<file path="config.mk">
export PLATFORM = sky130hd
export DESIGN_NAME = fdiv_iter
export DESIGN_NICKNAME = d
export VERILOG_FILES = /design/src/rtl/fpu_pkg.sv /design/src/rtl/fdiv_round.sv /design/src/rtl/fdiv_iter.sv
export SDC_FILE = /design/constraint.sdc
export NUM_CORES = 1
export LEC_CHECK = 0
export BUFFER_PORTS_ARGS = -buffer_cell sky130_fd_sc_hd__buf_4
export CORE_MARGIN = 4
export CORE_UTILIZATION = 25
export CTS_BUF_LIST = sky130_fd_sc_hd__clkbuf_8 sky130_fd_sc_hd__clkbuf_16
export DETAILED_ROUTE_END_ITERATION = 8
export PLACE_DENSITY = 0.42
export SYNTH_ARGS = -nofsm -noshare
export SYNTH_HDL_FRONTEND = slang
export SYNTH_HIERARCHICAL = 1
export SYNTH_SLANG_ARGS = --single-unit
</file>
<file path="constraint.sdc">
create_clock -name clk -period 4.4 [get_ports clk]
set_input_delay 0.66 -clock clk [delete_from_list [all_inputs] [get_ports clk]]
set_output_delay 0.66 -clock clk [all_outputs]
set_load 0.01 [all_outputs]
</file>
<file path="src/rtl/fpu_pkg.sv">
`default_nettype none
// +--------------------------------------------------------------------------+
// | Package     : fpu_pkg                                                    |
// | Description : Shared types and constants for the single-precision FPU    |
// |               blocks (divider, rounding stage, later fsqrt).             |
// |               float_t   : packed IEEE-754 single view {sign, exp, frac}  |
// |               state     : 2-bit encoded divider FSM states               |
// |               is_zero / is_inf : operand class helpers (FTZ, no NaN)     |
// | Revision    : 1.0  initial release                                       |
// +--------------------------------------------------------------------------+
package fpu_pkg;

   typedef struct packed {
      logic        sign;
      logic [7:0]  exp;
      logic [22:0] frac;
   } float_t;

   localparam int          EXP_BIAS  = 127;
   localparam int          EXP_MAX   = 255;
   localparam logic [31:0] POS_INF   = 32'h7F80_0000;
   localparam int          QUOT_BITS = 26;

   // Divider FSM encoding
   localparam logic [1:0] IDLE  = 2'd0;
   localparam logic [1:0] DIV   = 2'd1;
   localparam logic [1:0] ROUND = 2'd2;
   localparam logic [1:0] DONE  = 2'd3;

   // Denormals are flushed, so any zero exponent counts as zero.
   function automatic logic is_zero(input float_t f);
      return (f.exp == 8'h00);
   endfunction

   // Mantissa is ignored for exponent 255: everything there is infinity.
   function automatic logic is_inf(input float_t f);
      return (f.exp == 8'hFF);
   endfunction

endpackage : fpu_pkg
`default_nettype wire

</file>
<file path="src/rtl/fdiv_round.sv">
`default_nettype none
// +--------------------------------------------------------------------------+
// | Module      : fdiv_round                                                 |
// | Description : Combinational normalize / round-to-nearest-even /          |
// |               exponent range check for a 26-bit restoring quotient.      |
// |   sign    in  1   result sign                                            |
// |   exp_in  in  10  signed biased exponent, e1 - e2 + 127                  |
// |   quot    in  26  quotient, bit 25 or bit 24 is the leading one          |
// |   rem_nz  in  1   final partial remainder is non-zero                    |
// |   y       out 32  packed single result                                   |
// |   ovf     out 1   result saturated to infinity                           |
// |   unf     out 1   result flushed to zero                                 |
// | Revision    : 1.0  initial release                                       |
// +--------------------------------------------------------------------------+
module fdiv_round
   import fpu_pkg::*;
(
   input  logic                 sign,
   input  logic signed [9:0]    exp_in,
   input  logic [QUOT_BITS-1:0] quot,
   input  logic                 rem_nz,
   output logic [31:0]          y,
   output logic                 ovf,
   output logic                 unf
);

   logic [22:0]       w_frac;
   logic              w_guard;
   logic              w_sticky;
   logic              w_round_up;
   logic [23:0]       w_sum;
   logic signed [9:0] w_exp_norm;
   logic signed [9:0] w_exp_rnd;
   logic [22:0]       w_frac_rnd;

   always_comb begin
      // Quotient lies in [2^24, 2^26): the leading one selects the window.
      if (quot[25]) begin
         w_frac     = quot[24:2];
         w_guard    = quot[1];
         w_sticky   = quot[0] | rem_nz;
         w_exp_norm = exp_in;
      end else begin
         w_frac     = quot[23:1];
         w_guard    = quot[0];
         w_sticky   = rem_nz;
         w_exp_norm = exp_in - 10'sd1;
      end

      w_round_up = w_guard & (w_sticky | w_frac[0]);
      w_sum      = {1'b0, w_frac} + {23'd0, w_round_up};

      // Carry out of the fraction bumps the exponent; fraction wraps to 0.
      if (w_sum[23]) begin
         w_exp_rnd  = w_exp_norm + 10'sd1;
         w_frac_rnd = 23'd0;
      end else begin
         w_exp_rnd  = w_exp_norm;
         w_frac_rnd = w_sum[22:0];
      end

      ovf = 1'b0;
      unf = 1'b0;
      if (w_exp_rnd >= 10'(EXP_MAX)) begin
         y   = {sign, POS_INF[30:0]};
         ovf = 1'b1;
      end else if (w_exp_rnd <= 10'sd0) begin
         y   = {sign, 31'd0};
         unf = 1'b1;
      end else begin
         y   = {sign, w_exp_rnd[7:0], w_frac_rnd};
      end
   end

endmodule : fdiv_round
`default_nettype wire

</file>
<file path="src/rtl/fdiv_iter.sv">
`default_nettype none
// +--------------------------------------------------------------------------+
// | Module      : fdiv_iter                                                  |
// | Description : Iterative IEEE-754 single divider y = x1 / x2 with a       |
// |               constant latency of 26/BITS_PER_CYCLE + 2 cycles.          |
// |   clk    in  1   clock, rising edge                                      |
// |   rst    in  1   synchronous active-high reset                           |
// |   start  in  1   request, accepted only in IDLE                          |
// |   x1     in  32  dividend                                                |
// |   x2     in  32  divisor                                                 |
// |   busy   out 1   operation in flight (DIV, ROUND, DONE)                  |
// |   done   out 1   one-cycle result strobe                                 |
// |   y      out 32  quotient, held until the next done                      |
// |   ovf    out 1   exponent overflow                                       |
// |   unf    out 1   exponent underflow, flushed to zero                     |
// |   dz     out 1   divide by zero                                          |
// | Revision    : 1.0  initial release                                       |
// +--------------------------------------------------------------------------+
module fdiv_iter
   import fpu_pkg::*;
#(
   parameter int BITS_PER_CYCLE = 1
)
(
   input  logic        clk,
   input  logic        rst,
   input  logic        start,
   input  logic [31:0] x1,
   input  logic [31:0] x2,
   output logic        busy,
   output logic        done,
   output logic [31:0] y,
   output logic        ovf,
   output logic        unf,
   output logic        dz
);

   // Only 1 and 2 are supported; anything else falls back to 1.
   localparam int         BPC        = (BITS_PER_CYCLE == 2) ? 2 : 1;
   localparam int         DIV_CYCLES = QUOT_BITS / BPC;
   localparam logic [4:0] LAST_CNT   = 5'(DIV_CYCLES - 1);

   logic [1:0]           state_q,    state_d;
   logic [4:0]           cnt_q,      cnt_d;
   logic [24:0]          rem_q,      rem_d;
   logic [QUOT_BITS-1:0] quot_q,     quot_d;
   logic [23:0]          div_q,      div_d;
   logic                 sign_q,     sign_d;
   logic signed [9:0]    exp_q,      exp_d;
   logic                 spec_q,     spec_d;
   logic                 spec_inf_q, spec_inf_d;
   logic                 spec_dz_q,  spec_dz_d;
   logic [31:0]          y_q,        y_d;
   logic                 ovf_q,      ovf_d;
   logic                 unf_q,      unf_d;
   logic                 dz_q,       dz_d;

   float_t               w_a;
   float_t               w_b;
   logic [24:0]          w_rem;
   logic [QUOT_BITS-1:0] w_quot;
   logic [25:0]          w_diff;
   logic [31:0]          w_rnd_y;
   logic                 w_rnd_ovf;
   logic                 w_rnd_unf;

   assign w_a = float_t'(x1);
   assign w_b = float_t'(x2);

   fdiv_round u_round (
      .sign   (sign_q),
      .exp_in (exp_q),
      .quot   (quot_q),
      .rem_nz (|rem_q),
      .y      (w_rnd_y),
      .ovf    (w_rnd_ovf),
      .unf    (w_rnd_unf)
   );

   always_comb begin
      state_d    = state_q;
      cnt_d      = cnt_q;
      rem_d      = rem_q;
      quot_d     = quot_q;
      div_d      = div_q;
      sign_d     = sign_q;
      exp_d      = exp_q;
      spec_d     = spec_q;
      spec_inf_d = spec_inf_q;
      spec_dz_d  = spec_dz_q;
      y_d        = y_q;
      ovf_d      = ovf_q;
      unf_d      = unf_q;
      dz_d       = dz_q;
      w_rem      = rem_q;
      w_quot     = quot_q;
      w_diff     = '0;

      case (state_q)
         IDLE: begin
            if (start) begin
               state_d    = DIV;
               cnt_d      = 5'd0;
               rem_d      = {1'b0, 1'b1, w_a.frac};
               div_d      = {1'b1, w_b.frac};
               quot_d     = '0;
               sign_d     = w_a.sign ^ w_b.sign;
               exp_d      = $signed({2'b00, w_a.exp}) - $signed({2'b00, w_b.exp})
                            + 10'(EXP_BIAS);
               ovf_d      = 1'b0;
               unf_d      = 1'b0;
               dz_d       = 1'b0;
               spec_inf_d = 1'b0;
               spec_dz_d  = 1'b0;
               spec_d     = 1'b1;
               // Priority matters: a zero divisor wins over every dividend,
               // then a zero dividend wins over an infinite divisor.
               if (is_zero(w_b)) begin
                  spec_inf_d = 1'b1;
                  spec_dz_d  = 1'b1;
               end else if (is_zero(w_a)) begin
                  spec_inf_d = 1'b0;
               end else if (is_inf(w_a)) begin
                  spec_inf_d = 1'b1;
               end else if (is_inf(w_b)) begin
                  spec_inf_d = 1'b0;
               end else begin
                  spec_d     = 1'b0;
               end
            end
         end

         DIV: begin
            // Special operands still iterate so latency never depends on data.
            // The remainder is kept below 2*divisor, so 25 bits never overflow.
            for (int i = 0; i < BPC; i++) begin
               w_diff = {1'b0, w_rem} - {2'b00, div_q};
               if (!w_diff[25]) begin
                  w_rem = w_diff[24:0];
               end
               w_quot = {w_quot[QUOT_BITS-2:0], ~w_diff[25]};
               w_rem  = {w_rem[23:0], 1'b0};
            end
            rem_d  = w_rem;
            quot_d = w_quot;
            cnt_d  = cnt_q + 5'd1;
            if (cnt_q == LAST_CNT) begin
               state_d = ROUND;
            end
         end

         ROUND: begin
            state_d = DONE;
            if (spec_q) begin
               y_d   = spec_inf_q ? {sign_q, POS_INF[30:0]} : {sign_q, 31'd0};
               dz_d  = spec_dz_q;
               ovf_d = 1'b0;
               unf_d = 1'b0;
            end else begin
               y_d   = w_rnd_y;
               ovf_d = w_rnd_ovf;
               unf_d = w_rnd_unf;
               dz_d  = 1'b0;
            end
         end

         DONE: begin
            state_d = IDLE;
         end

         default: begin
            state_d = IDLE;
         end
      endcase
   end

   always_ff @(posedge clk) begin
      if (rst) begin
         state_q    <= IDLE;
         cnt_q      <= 5'd0;
         rem_q      <= '0;
         quot_q     <= '0;
         div_q      <= '0;
         sign_q     <= 1'b0;
         exp_q      <= '0;
         spec_q     <= 1'b0;
         spec_inf_q <= 1'b0;
         spec_dz_q  <= 1'b0;
         y_q        <= '0;
         ovf_q      <= 1'b0;
         unf_q      <= 1'b0;
         dz_q       <= 1'b0;
      end else begin
         state_q    <= state_d;
         cnt_q      <= cnt_d;
         rem_q      <= rem_d;
         quot_q     <= quot_d;
         div_q      <= div_d;
         sign_q     <= sign_d;
         exp_q      <= exp_d;
         spec_q     <= spec_d;
         spec_inf_q <= spec_inf_d;
         spec_dz_q  <= spec_dz_d;
         y_q        <= y_d;
         ovf_q      <= ovf_d;
         unf_q      <= unf_d;
         dz_q       <= dz_d;
      end
   end

   assign busy = (state_q != IDLE);
   assign done = (state_q == DONE);
   assign y    = y_q;
   assign ovf  = ovf_q;
   assign unf  = unf_q;
   assign dz   = dz_q;

endmodule : fdiv_iter
`default_nettype wire

</file>
==> impl_metrics.csv <==
group,metric,value,unit
outcome,status,"finished, final reports clean",
global_route,grt_max_degree,63,
timing,rsz0062_at_grt,"no",
setup_path,path_max_fanout,36,
setup_path,cp_slowest_cell,"dfxtp_2",
drt,wl_met2,13420,um
timing,whs,453.3,ps
clocking,cts_hold_buffers,0,
clocking,cts_tree,"built",
floorplan,coreArea,36520,sq um
timing,tightest_slew,1105,ps
timing,maxSlewHeadroom,26.27,%
yosys,yosys_warnings,6,
yosys,syn-num-nets,1308,
power,power,5.510,mW
power,ir_drop,0.2979,mV
timing,maxSlewViolCount,0,
setup_path,rr_endpoint,"y[4]$_SDFFE_PP0P_",
setup_path,crit_path_max_incr_delay,830,ps
floorplan,rows,70,
floorplan,fp.dieW,200.3,um
clocking,clock-root-buffer,"clkbuf_16",
drt,drc,0,
drt,top_layer_used,"met4",
drt,wire_per_inst,16.73,um
global_route,antenna_found_initial,0,
worst_hold_path,min_path_cells,2,
cells_and_area,drive_gt1_share,14.87,%
cells_and_area,area_growth,19.87,%
timing,worst_slack,613.8,ps
drt,drt_iter0_drc,496,
setup_path,cp_common_cell,"nor4_1",
clocking,path_clk_slew,60,ps
setup_path,crit_type,"register to register",
clocking,clockBufferDepth,2,
floorplan,die_y,200.3,um
global_route,gr-usage-all-layers,14.38,%
power,pwr_density_cell,497.3,nW/um^2
drt,detailroute.via_count,8652,
setup_path,rr_startpoint,"quot_q[25]$_SDFFE_PP0P_",
cells_and_area,postLayoutCellArea,11080,sq um
timing,finalSetupTns,0,ps
clocking,cts_buffers,17,
setup_path,crit_buf_inv,1,
setup_path,r2r_slack,610,ps
placed_design,pre_cts_ws,668.5,ps
placed_design,numPortBuffers,103,
cells_and_area,final_nets,1376,
yosys,syn_avg_cell_area,7.721,sq um
yosys,syn_area,9243,sq um
worst_hold_path,worstHoldStart,"div_q[16]$_SDFFE_PP0P_",
timing,skew,11.11,ps
setup_path,worstPathArrival,4150,ps
drt,wl_met1,14600,um
floorplan,ios,104,
cells_and_area,num-fill-cells,3946,
setup_path,worstPathRequired,4770,ps
yosys,synth_cell_types,92,
yosys,synth_edf_count,0,
yosys,synth_area_leaders,"dfxtp_1 (28%), ha_1 (5.8%), a21oi_1 (5.7%), nor2_1 (5.2%), nand2_1 (4.6%)",
drt,ant_nets,0,
setup_path,r2r_cells,10,
global_route,grt_pass1_vias,8794,
setup_path,worstPathCellList,"mux2_2 > nor4b_1 > nand4b_1 > nor4_1 > xor2_1 > o41ai_4 > buf_4 > nor4_1 > a21oi_1 > nor2_1",
placed_design,routabilityCongestion,0.8344,
setup_path,end_kind,"register",
yosys,syn_inst,1197,
yosys,seq_area_frac_synth,28.37,%
yosys,yosysTopAreaCellShare,28.37,%
clocking,post_cts_buffers,0,
clocking,clk_latency,440,ps
timing,fin_crit_sh,86.05,%
clocking,h-tree-depth,4,
yosys,synth-async-reset-ratio,0,%
cells_and_area,insertedDiodeCount,0,
drt,first_pass_iters,5,
timing,finalHoldViolCount,0,
floorplan,initial_core_util,25.31,%
timing,setup_viol,0,
drt,met3WireLength,819,um
placed_design,dpl_cell_area,10440,sq um
clocking,ctsResizeCount,0,
power,leakage,4.171,nW
timing,layout_min_cycle_time,3786,ps
yosys,synthFlopType,"dfxtp_1",
setup_path,cp_top_family,"simple AND/OR/NAND/NOR gates",
floorplan,die_area,40110,sq um
timing,fmax,264.1,MHz
yosys,yosys.area.top_type,"dfxtp_1",
global_route,grt_pass1_wl,47650,um
worst_hold_path,hold_path_class,"register to register",
drt,vias_per_cell,4.955,
placed_design,dp_hpwl,20700,um
global_route,overflow,0,
job,maxCapViolations,0,
setup_path,crit_path_start_kind,"register",
clocking,numClockSinks,131,
yosys,ys_ff_latch,131,
drt,wl,29220,um
worst_hold_path,min_to,"div_q[16]$_SDFFE_PP0P_",
==> cell usage in the layout (no fill, tap or decap), types with 4 or more instances in the layout <==
cell type	n
or3_1	18
o21ai_0	30
mux2i_1	35
and2_1	6
o21a_1	16
o21ai_1	8
a22oi_1	26
clkbuf_16	17
and3_1	7
o211ai_1	15
a21oi_1	104
nand2_1	113
dfxtp_1	130
a32oi_1	10
nand4_1	18
xnor2_1	42
xor2_1	31
nand2b_1	8
a31oi_1	6
or4_1	6
buf_4	123
o31a_1	4
bufinv_16	5
a211oi_1	20
a21o_1	6
nor2b_1	30
ha_1	42
a21boi_0	6
nand3_1	29
inv_1	61
o31ai_1	9
nor4b_1	4
nor2_1	127
a32o_1	4
nor3_1	32
nor4_1	44
==> per-stage QoR <==
| stage | utilization [%] | instances |
|---|---|---|
| floorplan | - | 1197 |
| global placement | 28.58 | 1714 |
| detailed placement | 28.58 | 1714 |
| CTS | 30.34 | 1746 |
| global route | 30.34 | 1746 |
| finish | 30.34 | 1746 |
==> cells in the mapped netlist (9+ instances only) <==
| cell type | n |
|---|---|
| nor4_1 | 44 |
| ha_1 | 43 |
| buf_1 | 15 |
| nand2_1 | 113 |
| nor2b_1 | 30 |
| o21ai_0 | 30 |
| o31ai_1 | 9 |
| nor3_1 | 32 |
| xnor2_1 | 43 |
| a22oi_1 | 26 |
| o211ai_1 | 15 |
| nand4_1 | 18 |
| mux2i_1 | 35 |
| xor2_1 | 31 |
| nand3_1 | 29 |
| nor2_1 | 127 |
| o21a_1 | 16 |
| clkbuf_1 | 45 |
| a21oi_1 | 105 |
| a211oi_1 | 20 |
| inv_1 | 58 |
| dfxtp_1 | 131 |
| or3_1 | 18 |
| a32oi_1 | 10 |
==> worst min-delay path: stages, from the launching register on <==
cell	delay (ps)
dfxtp_1	310
nand2_1	50
a21oi_1	50
==> layer usage <==
metal	vias to the layer above	global-route usage (%)
met2	145	23.60
met1	4025	19.66
met5	-	0
li1	4464	-
met3	18	2.623
met4	0	3.515
==> final cells by class <==
type / instances / area, sq um / area share, %
repair buffers: 123 / 923.4 / 8.334
multi-input cells: 932 / 6080 / 54.87
clock inverters: 15 / 216.5 / 1.954
flip-flops and latches: 131 / 2624 / 23.68
inverters: 60 / 225.2 / 2.033
clock buffers: 17 / 425.4 / 3.840
well taps: 468 / 585.6 / 5.285
==> logic make-up after synthesis <==
| family | after synthesis | share of synthesized area (%) |
|---|---|---|
| AOI/OAI and AO/OA | 307 | 22.59 |
| buffers and inverters | 134 | 6.010 |
| DFF | 131 | 28.37 |
| adders and majority gates | 44 | 6.038 |
| muxes | 37 | 4.034 |
| and+or+nand+nor | 469 | 25.76 |
| xor gates and xnor gates | 75 | 7.188 |
==> worst max path at each step <==
stage | startpoint | slack, ps | cells after the start | to
5_1_grt | quot_q[25]$_SDFFE_PP0P_ | 150 | 10 | y[13]$_SDFFE_PP0P_
6_report | quot_q[25]$_SDFFE_PP0P_ | 610 | 10 | y[4]$_SDFFE_PP0P_
3_5_place_dp | quot_q[25]$_SDFFE_PP0P_ | 670 | 12 | y[4]$_SDFFE_PP0P_
3_3_place_gp | quot_q[25]$_SDFFE_PP0P_ | 740 | 12 | y[10]$_SDFFE_PP0P_
4_1_cts | quot_q[25]$_SDFFE_PP0P_ | 630 | 10 | y[6]$_SDFFE_PP0P_
2_1_floorplan | quot_q[25]$_SDFFE_PP0P_ | 410 | 16 | y[22]$_SDFFE_PP0P_
==> state kept, by name (all words and copies together), names as in the netlist, 2 cells and up <==
name     cells
y           32
quot_q      26
rem_q       25
div_q       24
exp_q       10
cnt_q        5
state_q      2
==> report_power, final <==
part	switching [mW]	internal [mW]
clock network	0.586	1.00
logic	1.52	0.959
registers	0.134	1.31
total	2.24	3.27
Note: power is estimated with default switching activity, not from simulation.
